File: src/rtl/uart_host_driver.sv
// UART register-port initiator: baud init, byte FIFO drain to TX,
// and host-requested RX_DATA reads.
module uart_host_driver #(
   parameter logic [31:0] BAUD_DIV     = 32'd434,
   parameter int          FRAME_CYCLES = 4340,
   parameter int          FIFO_DEPTH   = 8
) (
   input  logic        clk,
   input  logic        rst,
   input  logic [7:0]  s_data,
   input  logic        s_valid,
   output logic        s_ready,
   input  logic        rd_req,
   output logic [7:0]  rd_data,
   output logic        rd_valid,
   output logic        busy,
   output logic [1:0]  address,
   output logic        write_enable,
   output logic [31:0] write_data,
   output logic        read_enable,
   input  logic [7:0]  read_data
);

   localparam int          AW       = $clog2(FIFO_DEPTH);
   localparam logic [15:0] FRAME_LD = 16'(FRAME_CYCLES);

   localparam logic [1:0] A_BAUD = 2'b00;
   localparam logic [1:0] A_EN   = 2'b01;
   localparam logic [1:0] A_TX   = 2'b10;
   localparam logic [1:0] A_RX   = 2'b11;

   typedef enum logic [2:0] {
      INIT_BAUD,
      INIT_DIS,
      IDLE,
      LOAD,
      EN,
      WAIT,
      DIS,
      READ
   } state_t;

   state_t      state;
   state_t      state_d;

   logic [7:0]  mem [FIFO_DEPTH];
   logic [AW:0] wr_ptr;
   logic [AW:0] rd_ptr;
   logic        empty;
   logic        full;
   logic        push;
   logic        pop;

   logic        pend;
   logic [15:0] cnt;

   logic [1:0]  addr_d;
   logic        we_d;
   logic        re_d;
   logic [31:0] wd_d;

   assign empty   = (wr_ptr == rd_ptr);
   assign full    = (wr_ptr[AW] != rd_ptr[AW]) &&
                    (wr_ptr[AW-1:0] == rd_ptr[AW-1:0]);
   assign s_ready = ~full;
   assign push    = s_valid & ~full;

   always_ff @(posedge clk) begin
      if (push) mem[wr_ptr[AW-1:0]] <= s_data;
   end

   always_ff @(posedge clk or negedge rst) begin
      if (!rst) begin
         wr_ptr <= '0;
         rd_ptr <= '0;
      end else begin
         if (push) wr_ptr <= wr_ptr + 1'b1;
         if (pop)  rd_ptr <= rd_ptr + 1'b1;
      end
   end

   always_ff @(posedge clk or negedge rst) begin
      if (!rst) state <= INIT_BAUD;
      else      state <= state_d;
   end

   // Bus fields are decoded from the current state and registered,
   // so each bus cycle appears one clock after its state.
   // A push landing this edge counts as non-empty for the IDLE decision.
   always_comb begin
      state_d = state;
      addr_d  = A_BAUD;
      we_d    = 1'b0;
      re_d    = 1'b0;
      wd_d    = '0;
      pop     = 1'b0;
      unique case (state)
         INIT_BAUD: begin
            we_d    = 1'b1;
            addr_d  = A_BAUD;
            wd_d    = BAUD_DIV;
            state_d = INIT_DIS;
         end
         INIT_DIS: begin
            we_d    = 1'b1;
            addr_d  = A_EN;
            state_d = IDLE;
         end
         IDLE: begin
            if (pend)                state_d = READ;
            else if (!empty || push) state_d = LOAD;
         end
         LOAD: begin
            we_d    = 1'b1;
            addr_d  = A_TX;
            wd_d    = {24'b0, mem[rd_ptr[AW-1:0]]};
            pop     = 1'b1;
            state_d = EN;
         end
         EN: begin
            we_d    = 1'b1;
            addr_d  = A_EN;
            wd_d    = 32'd1;
            state_d = WAIT;
         end
         WAIT: begin
            if (cnt == 16'd1) state_d = DIS;
         end
         DIS: begin
            we_d    = 1'b1;
            addr_d  = A_EN;
            state_d = IDLE;
         end
         READ: begin
            re_d    = 1'b1;
            addr_d  = A_RX;
            state_d = IDLE;
         end
         default: state_d = INIT_BAUD;
      endcase
   end

   always_ff @(posedge clk or negedge rst) begin
      if (!rst) begin
         cnt <= '0;
      end else if (state == EN) begin
         cnt <= FRAME_LD;
      end else if (state == WAIT) begin
         cnt <= cnt - 16'd1;
      end
   end

   always_ff @(posedge clk or negedge rst) begin
      if (!rst)                 pend <= 1'b0;
      else if (rd_req)          pend <= 1'b1;
      else if (state_d == READ) pend <= 1'b0;
   end

   always_ff @(posedge clk or negedge rst) begin
      if (!rst) begin
         address      <= A_BAUD;
         write_enable <= 1'b0;
         write_data   <= '0;
         read_enable  <= 1'b0;
         rd_data      <= '0;
         rd_valid     <= 1'b0;
         busy         <= 1'b1;
      end else begin
         address      <= addr_d;
         write_enable <= we_d;
         write_data   <= wd_d;
         read_enable  <= re_d;
         rd_valid     <= read_enable;
         if (read_enable) rd_data <= read_data;
         busy         <= (state != IDLE) || !empty || pend;
      end
   end

endmodule

File: config.mk
export PLATFORM = sky130hd
export DESIGN_NAME = uart_host_driver
export DESIGN_NICKNAME = d
export VERILOG_FILES = /design/src/rtl/uart_host_driver.sv
export SDC_FILE = /design/constraint.sdc
export NUM_CORES = 1
export LEC_CHECK = 0
export CAP_MARGIN = 15
export CORE_UTILIZATION = 55
export DETAILED_ROUTE_END_ITERATION = 8
export HOLD_SLACK_MARGIN = 0.06
export PLACE_DENSITY = 0.88
export SLEW_MARGIN = 20
export SYNTH_ARGS = -nofsm -noshare
export SYNTH_HDL_FRONTEND = slang
export SYNTH_SLANG_ARGS = --single-unit
File: constraint.sdc
create_clock -name clk -period 3.9 [get_ports clk]
set_input_delay 0.39 -clock clk [delete_from_list [all_inputs] [get_ports clk]]
set_output_delay 0.39 -clock clk [all_outputs]
set_load 0.02 [all_outputs]
==> impl_metrics.env <==
export IMPL_clk_path_buf_depth=2
export IMPL_p_leak_nw=2.180
export IMPL_grt_usage=0.2326
export IMPL_clock_latency_ns=0.51
export IMPL_core_area_um2=8382
export IMPL_worstPathMaxFanout=17
export IMPL_synthCells=347
export IMPL_dpl_hpwl_um=6244
export IMPL_gp_congestion=0.8774
export IMPL_dieArea_um2=9220
export IMPL_yosysMostFrequentCell="edfxtp_1"
export IMPL_via_per_inst=5.603
export IMPL_power_density_nw_per_um2=798.8
export IMPL_p_int_mw=3.112
export IMPL_numCtsBuffers=17
export IMPL_setup_violations=0
export IMPL_p_sw_frac=0.3336
export IMPL_period_minus_slack_ns=2.674
export IMPL_final_setup_tns_ns=0
export IMPL_first_pass_iters=4
export IMPL_grt_overflow=0
export IMPL_post_cts_buffers=0
export IMPL_fill_cells=557
export IMPL_synth_top_area_frac=0.3953
export IMPL_antenna_found_initial=0
export IMPL_yosys_register_bits=115
export IMPL_cts_sinks=115
export IMPL_drc_errors=0
export IMPL_yosysSeqAreaShare=0.6580
export IMPL_vias=2897
export IMPL_multi_input_area_um2=1510
export IMPL_arrival_ns=2.80
export IMPL_fmax_ghz=0.3739
export IMPL_hold_path_class="in2reg"
export IMPL_drive_gt1_frac=0.1432
export IMPL_fp_row_count=33
export IMPL_htreeDepth=4
export IMPL_portBuffers=43
export IMPL_synth_async_reset_ratio=0.4435
export IMPL_required_ns=4.03
export IMPL_grt_pass1_wl_um=14850
export IMPL_clk_pin_slew_ns=0.06
export IMPL_yosys_most_used_dff="edfxtp_1"
export IMPL_relSlewSlack=0.2989
export IMPL_drt_iter0_drc=224
export IMPL_synthTopCellsByArea="edfxtp_1 (40%), dfrtp_1 (26%), mux4_2 (5.1%)"
export IMPL_post_cts_resized=0
export IMPL_power_frac_comb=0.296
export IMPL_maxCapViolCount=0
export IMPL_outcome="finished clean"
export IMPL_drt_total_wl_um=9285
export IMPL_vdd_drop_max_mv=0.6049
export IMPL_yosys_area_top_type="edfxtp_1"
export IMPL_cts_tree="built"
export IMPL_critPathKind="reg2reg"
export IMPL_grt_max_degree=52
export IMPL_syn_avg_cell_area_um2=14.01
export IMPL_grt_pass1_vias=2852
export IMPL_io_pins=67
export IMPL_p_sw_mw=1.558
export IMPL_final_hold_viol_count=0
export IMPL_cts_root_buffer="clkbuf_8"
export IMPL_fin_util=0.6974
export IMPL_seqPwrFrac=0.410
export IMPL_antennaDiodeCount=0
export IMPL_synth_cell_types=39
export IMPL_seqCellArea_um2=3199
export IMPL_worst_pin_slew_ns=1.044
export IMPL_synth_area_um2=4862
export IMPL_worst_setup_path_end_kind="register"
export IMPL_rsz0062_at_grt="false"
export IMPL_synth_edf_count=64
export IMPL_synthTopCellsByCount="edfxtp_1 (64), dfrtp_1 (50), nand2_1 (33)"
export IMPL_die_w_um=96.02
export IMPL_fin_crit_sh=0.6857
export IMPL_nets=423
export IMPL_ant_nets=0
export IMPL_drv_slew=0
export IMPL_fin_skew_ns=0.007920
export IMPL_clkPwrFrac=0.294
export IMPL_area_delta_synth_final_pct=20.23
export IMPL_worstSetupStartpointType="register"
export IMPL_die_y_um=96.02
export IMPL_routedWlPerCell_um=17.96
export IMPL_yosysWarnings=0
export IMPL_initial_utilization=0.5801
[critical path, cell delays in order, from the launching register on]
cell     delay, ns
dfrtp_1       0.81
xor2_1        0.24
o41a_1        0.29
nand2_1       0.13
nor3_1        0.82
[area by class of cell]
type / count / area share
flip-flops and latches: 115 / 0.5473
clock inverters: 12 / 0.01905
well taps: 105 / 0.02247
inverters: 6 / 0.003853
repair buffers: 45 / 0.07620
clock buffers: 20 / 0.07277
multi-input cells: 214 / 0.2583
[repair_timing]
action                     CTS  global route
setup endpoints to repair    0             0
hold endpoints to repair     0            50
hold buffers                 0             1
[cells in the final DEF (no fill, tap or decap), drive strengths merged, types with 2 or more instances in the layout]
cell type and count:
and2 2, nand3b 2, xnor2 14, o22ai 5, nor4 5, o31ai 5, mux4 11, ha 4
inv 6, clkinv 6, or3 6, buf 2, clkdlybuf4s50 42, nand4 3, nand2b 8, conb 23
nor3 6, mux2i 9, a21oi 7, clkbuf 20, nand2 33, o21ai 12, clkinvlp 5, mux2 13
or4 5, or2 2, nor2 20, xor2 8, dfrtp 50, nand3 5, edfxtp 64, nor2b 2
[cell families after synthesis]
logic type,synth area share
other cells,0.0007713
flops,0.6580
fa+ha+maj,0.01029
simple gates,0.1027
xor+xnor,0.03963
buf+inv,0.04941
compound gates,0.03963
mux,0.09959
[registers in the layout (all words and copies together), names as in the netlist, 2 cells and up]
| signal | count |
|---|---|
| rd_data | 8 |
| state | 3 |
| write_data | 9 |
| rd_ptr | 4 |
| mem | 64 |
| wr_ptr | 4 |
| address | 2 |
| cnt | 16 |
[metal layers]
metal | vias to the layer above | global-route usage | routed length (um)
li1 | 1320 | - | -
met1 | 1408 | 0.2888 | 3768
met2 | 152 | 0.3629 | 4550
met3 | 17 | 0.09084 | 770
met4 | 0 | 0.1020 | 196
met5 | - | 0 | 0
[power by group through the flow]
stage          combinational [mW]  sequential (mW)  clock, mW
2_1_floorplan               0.942             1.90          0
3_3_place_gp                 1.33             1.91          0
3_5_place_dp                 1.38             1.92          0
4_1_cts                      1.39             1.91       1.39
5_1_grt                      1.51             1.96       1.47
6_report                     1.38             1.92       1.37
[through the flow]
step	total power, mW	setup WS, ns	instances	hold WS (ns)	instance area [um^2]
6_report	4.670	1.226	517	0.4500	5846
5_1_grt	4.937	1.084	517	0.4336	5846
4_1_cts	4.694	1.167	516	0.1055	5828
3_5_place_dp	3.304	1.190	484	0.4946	5291
3_3_place_gp	3.240	1.377	484	0.4884	5291
2_1_floorplan	2.845	1.775	369	0.09441	4945
[worst paths after layout]
| path | startpoint | depth (start not counted) | to | slack (ns) |
|---|---|---|---|---|
| max reg2reg | rd_ptr[1] | 4 | mem[2][1] | 1.23 |
| max in group asynchronous | rst | 2 | cnt[8] | 3.01 |
| min in group asynchronous | rst | 2 | cnt[3] | 0.48 |
| min reg2reg | rd_data[0] | 1 | rd_data[0] | 0.50 |
| max | rd_ptr[1] | 4 | mem[2][1] | 1.23 |
| min | rd_req | 2 | pend | 0.45 |
Note: power is estimated with default switching activity, not from simulation.
